<file path="config.mk">
export PLATFORM = sky130hd
export DESIGN_NAME = product_bcd_converter
export DESIGN_NICKNAME = d
export VERILOG_FILES = /design/src/rtl/product_bcd_converter.sv
export SDC_FILE = /design/constraint.sdc
export NUM_CORES = 1
export LEC_CHECK = 0
export ABC_AREA = 1
export CELL_PAD_IN_SITES_DETAIL_PLACEMENT = 1
export CELL_PAD_IN_SITES_GLOBAL_PLACEMENT = 1
export CORE_UTILIZATION = 38
export CTS_CLUSTER_DIAMETER = 80
export CTS_CLUSTER_SIZE = 30
export DETAILED_ROUTE_END_ITERATION = 7
export GPL_TIMING_DRIVEN = 0
export PLACE_DENSITY_LB_ADDON = 0.1
export SYNTH_ARGS = -nofsm -noshare
export SYNTH_HDL_FRONTEND = slang
export SYNTH_SLANG_ARGS = --single-unit
</file>
<file path="constraint.sdc">
create_clock -name CLOCK_50 -period 1.8 [get_ports CLOCK_50]
set_input_delay 0.36 -clock CLOCK_50 [delete_from_list [all_inputs] [get_ports CLOCK_50]]
set_output_delay 0.36 -clock CLOCK_50 [all_outputs]
set_load 0.005 [all_outputs]
</file>
<file path="src/rtl/product_bcd_converter.sv">
// Sequential shift-add-3 (double-dabble) binary-to-BCD converter for the multiplier product.
// Optional leading-zero blanking enabled by defining LEADING_ZERO_BLANK_EN.
module product_bcd_converter #(
  parameter int IN_W   = 8,
  parameter int DIGITS = 3
) (
  input  logic                  CLOCK_50,
  input  logic                  reset,
  input  logic                  start,
  input  logic [IN_W-1:0]       bin_in,
  output logic                  busy,
  output logic                  done,
  output logic [4*DIGITS-1:0]   bcd_out,
  output logic [DIGITS-1:0]     blank
);

  localparam int CNT_W = $clog2(IN_W + 1);
  localparam logic [CNT_W-1:0] LAST_CNT = CNT_W'(IN_W - 1);

  localparam logic [1:0] IDLE  = 2'd0;
  localparam logic [1:0] SHIFT = 2'd1;
  localparam logic [1:0] DONE  = 2'd2;

  logic [1:0]           state;
  logic [CNT_W-1:0]     cnt;
  logic [IN_W-1:0]      bin_sr;
  logic [4*DIGITS-1:0]  scratch;
  logic [4*DIGITS-1:0]  adj;
  logic [4*DIGITS-1:0]  scratch_nxt;
  logic [IN_W-1:0]      bin_nxt;

  // Add-3 correction on every digit in parallel, then shift {scratch,bin} left by one.
  always_comb begin
    adj = scratch;
    for (int k = 0; k < DIGITS; k++) begin
      if (scratch[4*k +: 4] >= 4'd5)
        adj[4*k +: 4] = scratch[4*k +: 4] + 4'd3;
    end
    scratch_nxt = {adj[4*DIGITS-2:0], bin_sr[IN_W-1]};
    bin_nxt     = {bin_sr[IN_W-2:0], 1'b0};
  end

  assign busy = (state != IDLE);
  assign done = (state == DONE);

  always_ff @(posedge CLOCK_50) begin
    if (reset) begin
      state   <= IDLE;
      cnt     <= '0;
      bin_sr  <= '0;
      scratch <= '0;
      bcd_out <= '0;
    end else begin
      case (state)
        IDLE: begin
          if (start) begin
            bin_sr  <= bin_in;
            scratch <= '0;
            cnt     <= '0;
            state   <= SHIFT;
          end
        end
        SHIFT: begin
          scratch <= scratch_nxt;
          bin_sr  <= bin_nxt;
          cnt     <= cnt + 1'b1;
          if (cnt == LAST_CNT) begin
            // Output loads on the edge that enters DONE so it is valid alongside done.
            bcd_out <= scratch_nxt;
            state   <= DONE;
          end
        end
        DONE:    state <= IDLE;
        default: state <= IDLE;
      endcase
    end
  end

`ifdef LEADING_ZERO_BLANK_EN
  logic [DIGITS-1:0] blank_nxt;
  logic              hi_zero;

  // Digit k blanks when it and every higher digit are zero; the ones digit always shows.
  always_comb begin
    blank_nxt = '0;
    hi_zero   = 1'b1;
    for (int k = DIGITS - 1; k >= 1; k--) begin
      hi_zero      = hi_zero & (scratch_nxt[4*k +: 4] == 4'd0);
      blank_nxt[k] = hi_zero;
    end
  end

  always_ff @(posedge CLOCK_50) begin
    if (reset)
      blank <= '0;
    else if (state == SHIFT && cnt == LAST_CNT)
      blank <= blank_nxt;
  end
`else
  assign blank = '0;
`endif

endmodule
</file>
==> key figures <==
Logic synthesis
  – Seq/Total Area, Yosys: 0.3956
  – Synth area leaders: dfxtp_1 40%, nand2_1 17%, inv_1 7.0%, o21ai_0 4.7%, ha_1 4.6%
  – Synth cell types: 26
  – Yosys top cell area share: 0.3956
  – Synth warn: 0
  – Seq cells post-synth: 38
  – Syn avg cell area: 7.123 sq um
  – Syn Std Cell Area: 1923 sq um
  – Post-Syn Instances: 270
  – Post-synth top area cell: dfxtp_1

STA
  – Final Skew: 0.009026 ns
  – WHS: 0.4557 ns
  – RSZ-0062 raised after global routing: no
  – Slew Viols, Final: 0
  – Final setup TNS: 0 ns
  – FMAX: 588.3 MHz
  – Final Hold Vio Count: 0
  – Fin crit period: 1.700 ns
  – Fin crit share: 0.9444
  – Final Setup Violations: 0
  – Final WS setup: 0.1001 ns

Finish
  – Final Core Density: 0.5012
  – Area of the multi-input gates: 934.6 sq um
  – Fillcell total: 635
  – Commonest non-fill, non-tap cell in the layout: nand2_1
  – Synth-to-layout area growth: 24.72%
  – Final Instance Area: 2399 sq um
  – Layout cell share with drive strength beyond 1: 0.1020
  – Nets: 321
  – Final cell count without fillers: 371
  – Most frequent cells in the layout: 88 x nand2_1, 37 x dfxtp_1, 36 x inv_1
  – Storage element area: 762.0 sq um
  – Number of antenna diodes: 0

Placed design
  – Post-detail-place hpwl: 3585 um
  – Pre-CTS setup slack: -0.01947 ns
  – Dpl cells: 363
  – I/O Buffers: 24
  – Final GP Congestion: 0.7626
  – Cell Area, Placed: 2255 sq um

Run
  – Max_cap viols: 0

Detailed routing
  – DR WL/cell: 12.85 um
  – DRC Markers: 0
  – Routed wire length: 4769 um
  – DRT antenna net count: 0
  – Drt first pass iters: 4
  – Drt initial violations: 59
  – Vias post-DR: 1,813
  – Vias per cell: 4.887

Power and ir drop
  – Share of total power in the clock network: 0.466
  – Sw frac: 0.2157
  – Internal: 1.518 mW
  – Power share of the sequential group: 0.455
  – Worst-case vdd ir drop: 444.7 uV
  – LEAKAGE: 1.089 nW
  – PD cells: 807.2 nW/um^2
  – Psw: 417.6 uW
  – Gate power share: 0.079
  – Total power draw: 1.936 mW

Clock network
  – CTS sink cnt: 38
  – Num CTS Buffers: 5
  – H-tree Lvls: 2
  – Clock Latency Late Sink: 0.30 ns
  – Clk buf depth: 2
  – Hold buffers post-CTS: 0
  – CTS tree: yes
  – CTS root buffer: clkbuf_8
  – Clk slew on worst S/H paths: 0.08 ns

GRT
  – First-pass GRT wire length: 7665 um
  – Gr ovfl total: 0
  – GRT Total Usage: 0.1904
  – Largest net degree at the start of global routing: 13
  – Vias in the first global route: 1,676
  – Initial antenna violation count: 0

Worst setup path
  – Critical path class: flop to primary output
  – Critical Path End Type: primary output
  – Max FO, Critical Path: 2
  – Arrival @ worst endpoint: 1.34 ns
  – Crit path launch type: flop
  – WP data required: 1.44 ns

Die
  – Die Width: 73.14 um
  – Initial core utilization: 0.4018
  – # IOs: 28
  – FP Rows: 25
  – Die Footprint: 5349 sq um
  – Die Y: 73.14 um
  – Core Footprint: 4786 sq um

Min path
  – Worst Hold Class: flop to flop

Run status
  – Status: finished clean
==> final timing paths <==
| kind | startpoint | to | slack, ns | depth (start not counted) |
|---|---|---|---|---|
| setup reg to reg | cnt[0]$_SDFFE_PP0P_ | bcd_out[9]$_SDFFE_PP0P_ | 0.32 | 9 |
| hold / removal | bin_sr[0]$_SDFFE_PP0P_ | bin_sr[0]$_SDFFE_PP0P_ | 0.46 | 2 |
| setup / recovery | state[1]$_SDFFE_PP0P_ | done | 0.10 | 3 |
| hold reg to reg | bin_sr[0]$_SDFFE_PP0P_ | bin_sr[0]$_SDFFE_PP0P_ | 0.46 | 2 |
==> power groups by stage <==
stage,combinational [mW],clock [mW],sequential (mW)
final,0.153,0.903,0.880
after global routing,0.171,0.959,0.883
after CTS,0.155,0.929,0.880
after detailed placement,0.155,0,0.900
after global placement,0.152,0,0.899
after floorplan,0.0959,0,0.895
==> critical path, cell delays in order (launching register included) <==
cell and delay, ns:
dfxtp_1 0.35, inv_1 0.09, nor2_1 0.10, clkdlybuf4s50_1 0.50
==> what timing repair did <==
item / CTS / global route
setup buffers: 0 / 0
resized for setup: 0 / 1
endpoints found under the setup margin: 0 / 1
==> Yosys cell counts <==
master / n
a21oi_1: 2
a21oi_2: 2
buf_12: 1
buf_2: 1
buf_4: 5
buf_6: 2
conb_1: 1
dfxtp_1: 38
ha_1: 7
inv_1: 36
inv_4: 1
inv_6: 1
nand2_1: 88
nand2_4: 4
nand3_1: 17
nand3_2: 1
nand4_1: 8
nor2_1: 17
nor2_2: 1
nor2_8: 1
nor3_1: 1
nor3b_1: 1
o21ai_0: 18
o21ai_1: 8
o21ai_2: 2
o22ai_1: 6
==> kinds of logic (layout without fill, tap and decap cells) <==
family / Yosys count / after routing / synth area share
compound gates: 38 / 38 / 0.1106
fa+ha+maj: 7 / 7 / 0.04554
buf+inv: 47 / 79 / 0.1223
flops: 38 / 38 / 0.3956
other cells: 1 / 3 / 0.001950
simple gates: 139 / 139 / 0.3240
==> per-layer routing <==
metal,share of wire,vias up,routed length (um),track usage
li1,-,921,-,-
met1,0.49,861,2343,0.2432
met2,0.47,25,2246,0.3148
met3,0.027,6,130,0.04558
met4,0.010,0,48,0.06100
met5,0,-,0,0
==> state kept, by name, indices dropped and copies added, names as in the netlist <==
name	count
state	2
cnt	4
bin_sr	8
scratch	12
bcd_out	12
==> final cells by class <==
cell class	instances	share of cell area
buffer	9	0.03547
clock buffer	6	0.03443
clock inverter	2	0.02504
inverter	38	0.06260
multi-input combinational	187	0.3897
sequential	38	0.3177
tap	67	0.03495
timing repair buffer	24	0.1002
Power figures use the tool's default switching activity.
